===== src/rtl/coin_acceptor.sv =====
// coin_acceptor: front-end coin stage for the quarter-counting ticket FSM.
// Synchronises the raw optical sensor and filters short low glitches. It
// measures how long a coin occludes the beam and classifies the passage as
// a quarter or a reject. Each accepted quarter gives exactly one
// quarter_slot pulse, which is held off while the downstream FSM is
// issuing a ticket.
//
// Ports:
//   clk           system clock
//   reset_n       asynchronous active-low reset
//   coin_sense    raw asynchronous sensor, high while a coin occludes the beam
//   ticket        downstream ticket pulse; quarter_slot is deferred while high
//   jam_clr       clears the jam state (only honoured with the beam clear)
//   quarter_slot  one-cycle pulse per accepted quarter
//   reject_gate   drives the reject flap
//   jam           sticky jam indicator
//   quarter_count accepted quarters since reset, wraps 255->0
//   busy          high whenever a passage is being handled (state != IDLE)
module coin_acceptor #(
   parameter int CNT_W         = 12,
   parameter int Q_MIN         = 40,
   parameter int Q_MAX         = 60,
   parameter int DEB           = 3,
   parameter int JAM_CYCLES    = 1000,
   parameter int REJECT_CYCLES = 50
) (
   input  logic       clk,
   input  logic       reset_n,
   input  logic       coin_sense,
   input  logic       ticket,
   input  logic       jam_clr,
   output logic       quarter_slot,
   output logic       reject_gate,
   output logic       jam,
   output logic [7:0] quarter_count,
   output logic       busy
);

   localparam int LW = $clog2(DEB + 1);
   localparam int RW = $clog2(REJECT_CYCLES + 1);

   localparam logic [CNT_W-1:0] W_MIN = CNT_W'(Q_MIN);
   localparam logic [CNT_W-1:0] W_MAX = CNT_W'(Q_MAX);
   localparam logic [CNT_W-1:0] W_JAM = CNT_W'(JAM_CYCLES);
   localparam logic [LW-1:0]    L_END = LW'(DEB);
   localparam logic [RW-1:0]    R_END = RW'(REJECT_CYCLES - 1);

   if (!(Q_MIN <= Q_MAX && Q_MAX < JAM_CYCLES && JAM_CYCLES <= (2**CNT_W) - 1 &&
         DEB >= 1 && REJECT_CYCLES >= 1)) begin : g_bad_params
      $error("coin_acceptor: illegal parameter set");
   end

   typedef enum logic [2:0] {
      IDLE, MEASURE, CLASSIFY, PULSE, REJECT, GAP, JAM
   } state_t;

   state_t           state, state_nx;
   logic [1:0]       sync;
   logic             sense_s;
   logic [CNT_W-1:0] width, width_nx;
   logic [LW-1:0]    low_run, low_nx;
   logic [RW-1:0]    rej_cnt, rej_nx;
   logic [7:0]       count_nx;

   assign sense_s = sync[1];

   always_ff @(posedge clk or negedge reset_n) begin
      if (!reset_n) begin
         sync          <= '0;
         state         <= IDLE;
         width         <= '0;
         low_run       <= '0;
         rej_cnt       <= '0;
         quarter_count <= '0;
      end else begin
         sync          <= {sync[0], coin_sense};
         state         <= state_nx;
         width         <= width_nx;
         low_run       <= low_nx;
         rej_cnt       <= rej_nx;
         quarter_count <= count_nx;
      end
   end

   always_comb begin
      state_nx     = state;
      width_nx     = width;
      low_nx       = low_run;
      rej_nx       = rej_cnt;
      count_nx     = quarter_count;
      quarter_slot = 1'b0;
      case (state)
         IDLE: begin
            low_nx = '0;
            rej_nx = '0;
            if (sense_s) begin
               width_nx = CNT_W'(1);
               state_nx = MEASURE;
            end
         end
         MEASURE: begin
            // Low cycles shorter than DEB are glitches: they neither end the
            // passage nor add to the width.
            if (sense_s) begin
               if (width != '1) width_nx = width + CNT_W'(1);
               low_nx = '0;
            end else begin
               low_nx = low_run + LW'(1);
            end
            // Jam wins over a completed low run in the same cycle.
            if (width_nx >= W_JAM)    state_nx = JAM;
            else if (low_nx == L_END) state_nx = CLASSIFY;
         end
         CLASSIFY: begin
            low_nx = '0;
            rej_nx = '0;
            state_nx = (width >= W_MIN && width <= W_MAX) ? PULSE : REJECT;
         end
         PULSE: begin
            // Hold the pulse while a ticket is being issued so the coin is
            // never lost in the downstream FSM's busy cycle.
            if (!ticket) begin
               quarter_slot = 1'b1;
               count_nx     = quarter_count + 8'd1;
               low_nx       = '0;
               state_nx     = GAP;
            end
         end
         REJECT: begin
            rej_nx = rej_cnt + RW'(1);
            if (rej_cnt == R_END) begin
               low_nx   = '0;
               state_nx = GAP;
            end
         end
         GAP: begin
            // Remaining occlusion of the same coin is absorbed here rather
            // than starting a second measurement.
            if (sense_s) begin
               low_nx = '0;
            end else begin
               low_nx = low_run + LW'(1);
               if (low_nx == L_END) state_nx = IDLE;
            end
         end
         JAM: begin
            if (jam_clr && !sense_s) state_nx = IDLE;
         end
         default: state_nx = IDLE;
      endcase
   end

   // Decoded from the state register so they drop with the async reset.
   assign reject_gate = (state == REJECT) || (state == JAM);
   assign jam         = (state == JAM);
   assign busy        = (state != IDLE);

endmodule


===== config.mk =====
export PLATFORM = sky130hd
export DESIGN_NAME = coin_acceptor
export DESIGN_NICKNAME = d
export VERILOG_FILES = /design/src/rtl/coin_acceptor.sv
export SDC_FILE = /design/constraint.sdc
export NUM_CORES = 1
export LEC_CHECK = 0
export ABC_AREA = 1
export CAP_MARGIN = 20
export CORE_MARGIN = 5
export CORE_UTILIZATION = 50
export DETAILED_ROUTE_END_ITERATION = 7
export MAX_ROUTING_LAYER = met4
export PLACE_DENSITY_LB_ADDON = 0.2
export SLEW_MARGIN = 10
export SYNTH_ARGS = -nofsm -noshare
export SYNTH_HDL_FRONTEND = slang
export SYNTH_SLANG_ARGS = --single-unit

===== constraint.sdc =====
create_clock -name clk -period 1.7 [get_ports clk]
set_clock_uncertainty 0.1 [all_clocks]
set_input_delay 0.34 -clock clk [delete_from_list [all_inputs] [get_ports clk]]
set_output_delay 0.34 -clock clk [all_outputs]
set_load 0.01 [all_outputs]

==> results of run 1 <==
[worst min-delay path by stage]
stage                 startpoint                     end  slack (ns)  depth (start not counted)
2_1_floorplan            reset_n  low_run[0]$_DFFE_PN0P_       -0.06                          0
3_3_place_gp   sync[0]$_DFF_PN0_       sync[1]$_DFF_PN0_        0.24                          0
3_5_place_dp   sync[0]$_DFF_PN0_       sync[1]$_DFF_PN0_        0.24                          0
4_1_cts        sync[0]$_DFF_PN0_       sync[1]$_DFF_PN0_        0.25                          0
5_1_grt        sync[0]$_DFF_PN0_       sync[1]$_DFF_PN0_        0.29                          0
6_report       sync[0]$_DFF_PN0_       sync[1]$_DFF_PN0_        0.27                          0
[stage by stage]
step,utilization,std cells
6_report,0.8179,422
5_1_grt,0.8179,422
4_1_cts,0.7461,410
3_5_place_dp,0.6837,387
3_3_place_gp,0.6837,387
2_1_floorplan,-,265
[synth_stat cells (2+ instances only)]
cell type,instances
a31oi_1,2
o32ai_1,2
nor2_1,28
o22ai_1,8
xor2_1,8
nor3_2,2
nand4_2,2
o21ai_1,3
nor2_4,3
o21ai_0,15
nor3_1,4
nand2_2,2
nand4_1,2
inv_2,3
dfrtp_1,33
buf_2,2
a21oi_1,3
mux2_2,3
inv_1,41
nand2_1,66
nand3_1,14
ha_1,6
nand3_2,3
nor2_2,2
[area by class of cell]
| type | count | share of cell area |
|---|---|---|
| clock inverters | 3 | 0.005393 |
| flip-flops and latches | 33 | 0.2546 |
| inverters | 45 | 0.05431 |
| well taps | 50 | 0.01926 |
| repair buffers | 100 | 0.2596 |
| repair inverters | 1 | 0.002311 |
| multi-input cells | 185 | 0.3833 |
| clock buffers | 5 | 0.02119 |
[sequential cells by signal, summed over array words and instances (netlist names)]
register / flops
width: 12
quarter_count: 8
rej_cnt: 6
state: 3
low_run: 2
sync: 2
[report_power, final]
group          switching, W  internal [W]
clock network      0.000317      0.000283
registers          0.000176      0.000959
logic               0.00131       0.00121
total               0.00180       0.00245
[layer usage]
layer | vias to the layer above | GRT usage | share of wire
li1 | 1070 | - | -
met1 | 1119 | 0.2964 | 0.42
met2 | 92 | 0.3583 | 0.50
met3 | 16 | 0.04788 | 0.066
met4 | 0 | 0.09054 | 0.020
met5 | - | - | 0
[what timing repair did]
action | CTS | global route
setup buffers | 15 | 13
setup endpoints to repair | 20 | 29
pin swaps | 10 | 21
gates resized for setup | 41 | 58
cloned | 1 | 0
[worst register-to-register path, stage by stage (launching register included)]
cell and delay, ns:
dfrtp_1 0.39, ha_2 0.22, nand2_1 0.08, inv_2 0.13, nand3_2 0.12, o21ai_1 0.14, nand3_1 0.17, nor2_4 0.20
nand3_2 0.12, nand2_4 0.10, inv_1 0.06, nand2_1 0.07, nand2_1 0.05
[cell families after synthesis]
kind of cell             Yosys count  share of synthesized area
AO/OA/AOI/OAI                     37                     0.1070
XOR/XNOR                           8                    0.03444
adder cells (fa/ha/maj)            6                    0.03690
buffers and inverters             47                    0.08795
flip-flops                        33                     0.4059
multiplexers                       3                    0.01660
AND/OR/NAND/NOR                  131                     0.3112
==> impl_metrics.tcl, run 1 <==
set metrics [dict create \
    crit_slowest_cell "dfrtp_1" \
    rrSetupSlack_ns -0.33 \
    fin_crit_ns 2.032 \
    cts_buffers 5 \
    drc 0 \
    h-tree-depth 2 \
    peakVddDrop_mv 1.017 \
    drive_gt1_frac 0.4328 \
    syn_nets 276 \
    cp_max_fo 5 \
    worst-path-stages 12 \
    ys_seq_area_frac 0.4059 \
    ys_ff_latch 33 \
    path_clk_slew_ns 0.08 \
    grt_use_total 0.2315 \
    dr.pass1.iters 4 \
    synth_edf_count 0 \
    path_buf_inv 2 \
    cellPowerDensity_nw_per_um2 1309 \
    max_freq_ghz 0.4921 \
    avgSynthCellArea_um2 7.677 \
    yosysWarnings 0 \
    wl_per_cell_um 15.74 \
    grt_pass1_wl_mm 9.301 \
    rows 23 \
    path_cells "ha_2 > nand2_1 > inv_2 > nand3_2 > o21ai_1 > nand3_1 > nor2_4 > nand3_2 > nand2_4 > inv_1 > nand2_1 > nand2_1" \
    ctsHoldBuffers 0 \
    p_leak_nw 1.664 \
    grt_max_degree 34 \
    final_cell_mix "72 x buf_4, 60 x nand2_1, 37 x inv_1" \
    cts_root_buf "clkbuf_8" \
    final_common_cell "buf_4" \
    holdWs_ns 0.2698 \
    ioPinCount 17 \
    antenna_found_initial 0 \
    synth_top_area_share 0.4059 \
    synth_flop_cell "dfrtp_1" \
    finalHoldViolCount 0 \
    crit_arrival_ns 2.12 \
    cp.required_ns 1.79 \
    worst_setup_path_end_kind "register" \
    place_ws_ns -0.2546 \
    rsz0062_at_grt "yes" \
    antenna_left 0 \
    outcome "complete, but fails checks" \
    crit_family "simple AND/OR/NAND/NOR gates" \
    vias 2297 \
    io_buffers 16 \
    fp.dieArea_um2 5444 \
    core_region_area_um2 3971 \
    start_util 0.5123 \
    r2r_start "width[0]$_DFFE_PN0P_" \
    area.growth.synth_to_final_pct 59.66 \
    clock_latency_ns 0.29 \
    die_x_um 73.79 \
    path_class "reg2reg" \
    drt_wl_total_mm 6.643 \
    finalWorstSetupSlack_ns -0.3322 \
    setup_viol 21 \
    timing.final.crit_share 1.195 \
    viasPerCell 5.443 \
    finalSetupTns_ns -2.576 \
    drt_iter0_markers 175 \
    die_y_um 73.79 \
    dp_hpwl_mm 3.650 \
    maxSlewHeadroom 0.7551 \
    fill_cells 212 \
    globalRouteOverflowTotal 0 \
    worst_pin_slew_ns 0.3673 \
    nNetsFinal 382 \
    final_area_um2 3248 \
    syn_area_um2 2034 \
    drv_cap 0 \
    ys_top_cells_by_area "dfrtp_1 41%, nand2_1 12%, inv_1 7.6%" \
    crit_top_cell "nand2_1" \
    diodes 0 \
    hold_class "reg2reg" \
    worstReg2RegEnd "state[2]$_DFFE_PN0P_" \
    place_congestion 0.9012 \
    synth_cell_types 32 \
    synthCells 265 \
    multi_input_area_um2 1245 \
    critPathCapture "state[2]$_DFFE_PN0P_" \
    worstRegToRegCells 12 \
    violations "setup timing" \
    synth_top_area_cell "dfrtp_1" \
    slew_violations 0 \
    cts_num_sinks 33 \
    async_flop_share 1.000 \
    cts_max_path_buffers 2 \
    cp_slowest_stage_delay_ns 0.39 \
    first_global_vias 2067 \
    placed_cell_area_um2 2715 \
    seq_area_um2 827.0 \
    cts_tree "done" \
    crit_start "width[0]$_DFFE_PN0P_" \
    crit_path_start_kind "register" \
    p_total_w 0.004252 \
]
No activity file was read; power rests on OpenSTA's default activity.
==> inputs of run 2 (changes only) <==
Settings changed: DONT_BUFFER_PORTS set to 1.
==> impl_metrics.tcl, run 2 (synthesis results as in run 1) <==
set metrics [dict create \
    timing.final.crit_share 1.119 \
    antenna_left 0 \
    viasPerCell 5.217 \
    cts_max_path_buffers 2 \
    cts_root_buf "clkbuf_8" \
    drive_gt1_frac 0.3709 \
    cp.required_ns 1.77 \
    cp_slowest_stage_delay_ns 0.42 \
    cts_tree "done" \
    path_buf_inv 1 \
    drt_wl_total_mm 5.213 \
    antenna_found_initial 0 \
    grt_max_degree 34 \
    p_int_w 0.002213 \
    path_class "reg2reg" \
    reg_top3 "width x12, quarter_count x8, rej_cnt x6" \
    grt_use_total 0.2136 \
    worstReg2RegEnd "state[1]$_DFFE_PN0P_" \
    crit_family "simple AND/OR/NAND/NOR gates" \
    outcome "complete, but fails checks" \
    switching_share 0.4021 \
    maxSlewHeadroom 0.7853 \
    dr.pass1.iters 4 \
    rrSetupSlack_ns -0.20 \
    area.growth.synth_to_final_pct 40.10 \
    worst_setup_path_end_kind "register" \
    path_clk_slew_ns 0.07 \
    cellPowerDensity_nw_per_um2 1298 \
    die_x_um 73.79 \
    h-tree-depth 2 \
    p_leak_nw 1.436 \
    fp.dieArea_um2 5444 \
    violations "setup timing" \
    crit_arrival_ns 1.98 \
    place_congestion 0.8960 \
    rsz0062_at_grt "yes" \
    cts_num_sinks 33 \
    p_comb_frac 0.520 \
    io_buffers 0 \
    globalRouteOverflowTotal 0 \
    final_cell_mix "61 x nand2_1, 58 x buf_4, 36 x inv_1" \
    fin_crit_ns 1.903 \
    final_common_cell "nand2_1" \
    path_cells "nand3_1 > nor2_4 > nand4_2 > o21ai_2 > nand2_1 > nor2_2 > nand3_2 > buf_4 > o211ai_1 > nand2_1" \
    drt_iter0_markers 145 \
    max_freq_ghz 0.5255 \
    holdPathEnd "quarter_count[3]$_DFFE_PN0P_" \
    drv_cap 0 \
    finalSetupTns_ns -1.548 \
    whs_path_depth 3 \
    holdWs_ns 0.1822 \
    worst_pin_slew_ns 0.3220 \
    rows 23 \
    nNetsFinal 347 \
    finalWorstSetupSlack_ns -0.2031 \
    hold_class "in2reg" \
    vias 2019 \
    grt_pass1_wl_mm 8.700 \
    wl_per_cell_um 13.47 \
    dp_hpwl_mm 3.614 \
    p_total_w 0.003700 \
    first_global_vias 1896 \
    largest-register "width" \
    pwr-share-seq 0.319 \
    final_util 0.7177 \
    crit_top_cell "nand2_1" \
    r2r_start "sync[1]$_DFF_PN0_" \
    cp_max_fo 4 \
    worstRegToRegCells 10 \
    setup_viol 20 \
    drc 0 \
    hp-start "ticket" \
    cts_buffers 5 \
    start_util 0.5123 \
    ioPinCount 17 \
    worst-path-stages 10 \
    clkPwrFrac 0.160 \
    core_region_area_um2 3971 \
    clock_latency_ns 0.29 \
    crit_path_start_kind "register" \
    crit_slowest_cell "dfrtp_1" \
    diodes 0 \
    peakVddDrop_mv 0.8006 \
    die_y_um 73.79 \
    slew_violations 0 \
    switching_power_w 0.001488 \
    largest_reg_flops 12 \
    finalHoldViolCount 0 \
]
[run 2: cell types whose count changed in the layout (fill, tap and decap cells not counted), moves of 4 or more]
| cell | change |
|---|---|
| buf_4 | -14 |
| buf_6 | -9 |
| clkdlybuf4s50_1 | -8 |
| nor2_2 | +5 |
| nor2_4 | -6 |
| o21ai_0 | +5 |
| o22ai_1 | +4 |
| o22ai_2 | -4 |
[run 2: per-stage QoR]
step	setup slack (ns)	instances	instance area, µm²
CTS	-0.1774	380	2704
floorplan	-0.001767	265	2042
global route	-0.3864	387	2850
detailed placement	-0.1856	361	2467
finish	-0.2031	387	2850
global placement	-0.1643	361	2467
[run 2: timing repair]
item | 4_1_cts | 5_1_grt
pin swaps | 3 | 17
buffers inserted | 8 | 7
hold buffers | 3 | 0
endpoints found under the setup margin | 10 | 26
resized for setup | 17 | 32
hold endpoints to repair | 34 | 0
[run 2: power groups by stage]
stage / Clock (W) / Sequential (W) / Combinational, W
global route: 0.000637 / 0.00121 / 0.00213
floorplan: 0 / 0.00113 / 0.000791
global placement: 0 / 0.00117 / 0.00146
CTS: 0.000601 / 0.00117 / 0.00172
detailed placement: 0 / 0.00118 / 0.00150
finish: 0.000594 / 0.00118 / 0.00193
[run 2: worst max-delay path by stage]
| stage | from | end |
|---|---|---|
| floorplan | width[0]$_DFFE_PN0P_ | state[2]$_DFFE_PN0P_ |
| global placement | width[0]$_DFFE_PN0P_ | state[0]$_DFFE_PN0P_ |
| detailed placement | width[0]$_DFFE_PN0P_ | state[0]$_DFFE_PN0P_ |
| CTS | width[1]$_DFFE_PN0P_ | state[0]$_DFFE_PN0P_ |
| global route | width[1]$_DFFE_PN0P_ | state[0]$_DFFE_PN0P_ |
| finish | sync[1]$_DFF_PN0_ | state[1]$_DFFE_PN0P_ |
[run 2: final cells by class]
cell class | instances | area, µm²
Multi-Input combinational cell | 185 | 1157
Fill cell | 312 | 1121
Sequential cell | 33 | 829.5
Timing Repair Buffer | 66 | 540.5
Inverter | 45 | 176.4
Clock buffer | 7 | 76.32
Tap cell | 50 | 62.56
Clock inverter | 1 | 7.507
[run 2: tightest hold or removal path: stages]
cell and delay [ns]:
nor2_4 0.02, nand4_1 0.09, xor2_1 0.07
[run 2: per-layer routing]
layer	part of all wire	GRT usage	up-vias
met3	0.055	0.05335	14
met4	0.022	0.06237	0
met1	0.44	0.2828	950
li1	-	-	997
met2	0.48	0.3228	58
met5	0	-	-
==> inputs of run 3 (changes only) <==
Settings changed: DONT_BUFFER_PORTS 1 to not set.
==> results of run 3 <==
Same layout as run 1: the final DEF is identical, and so are final timing and power.
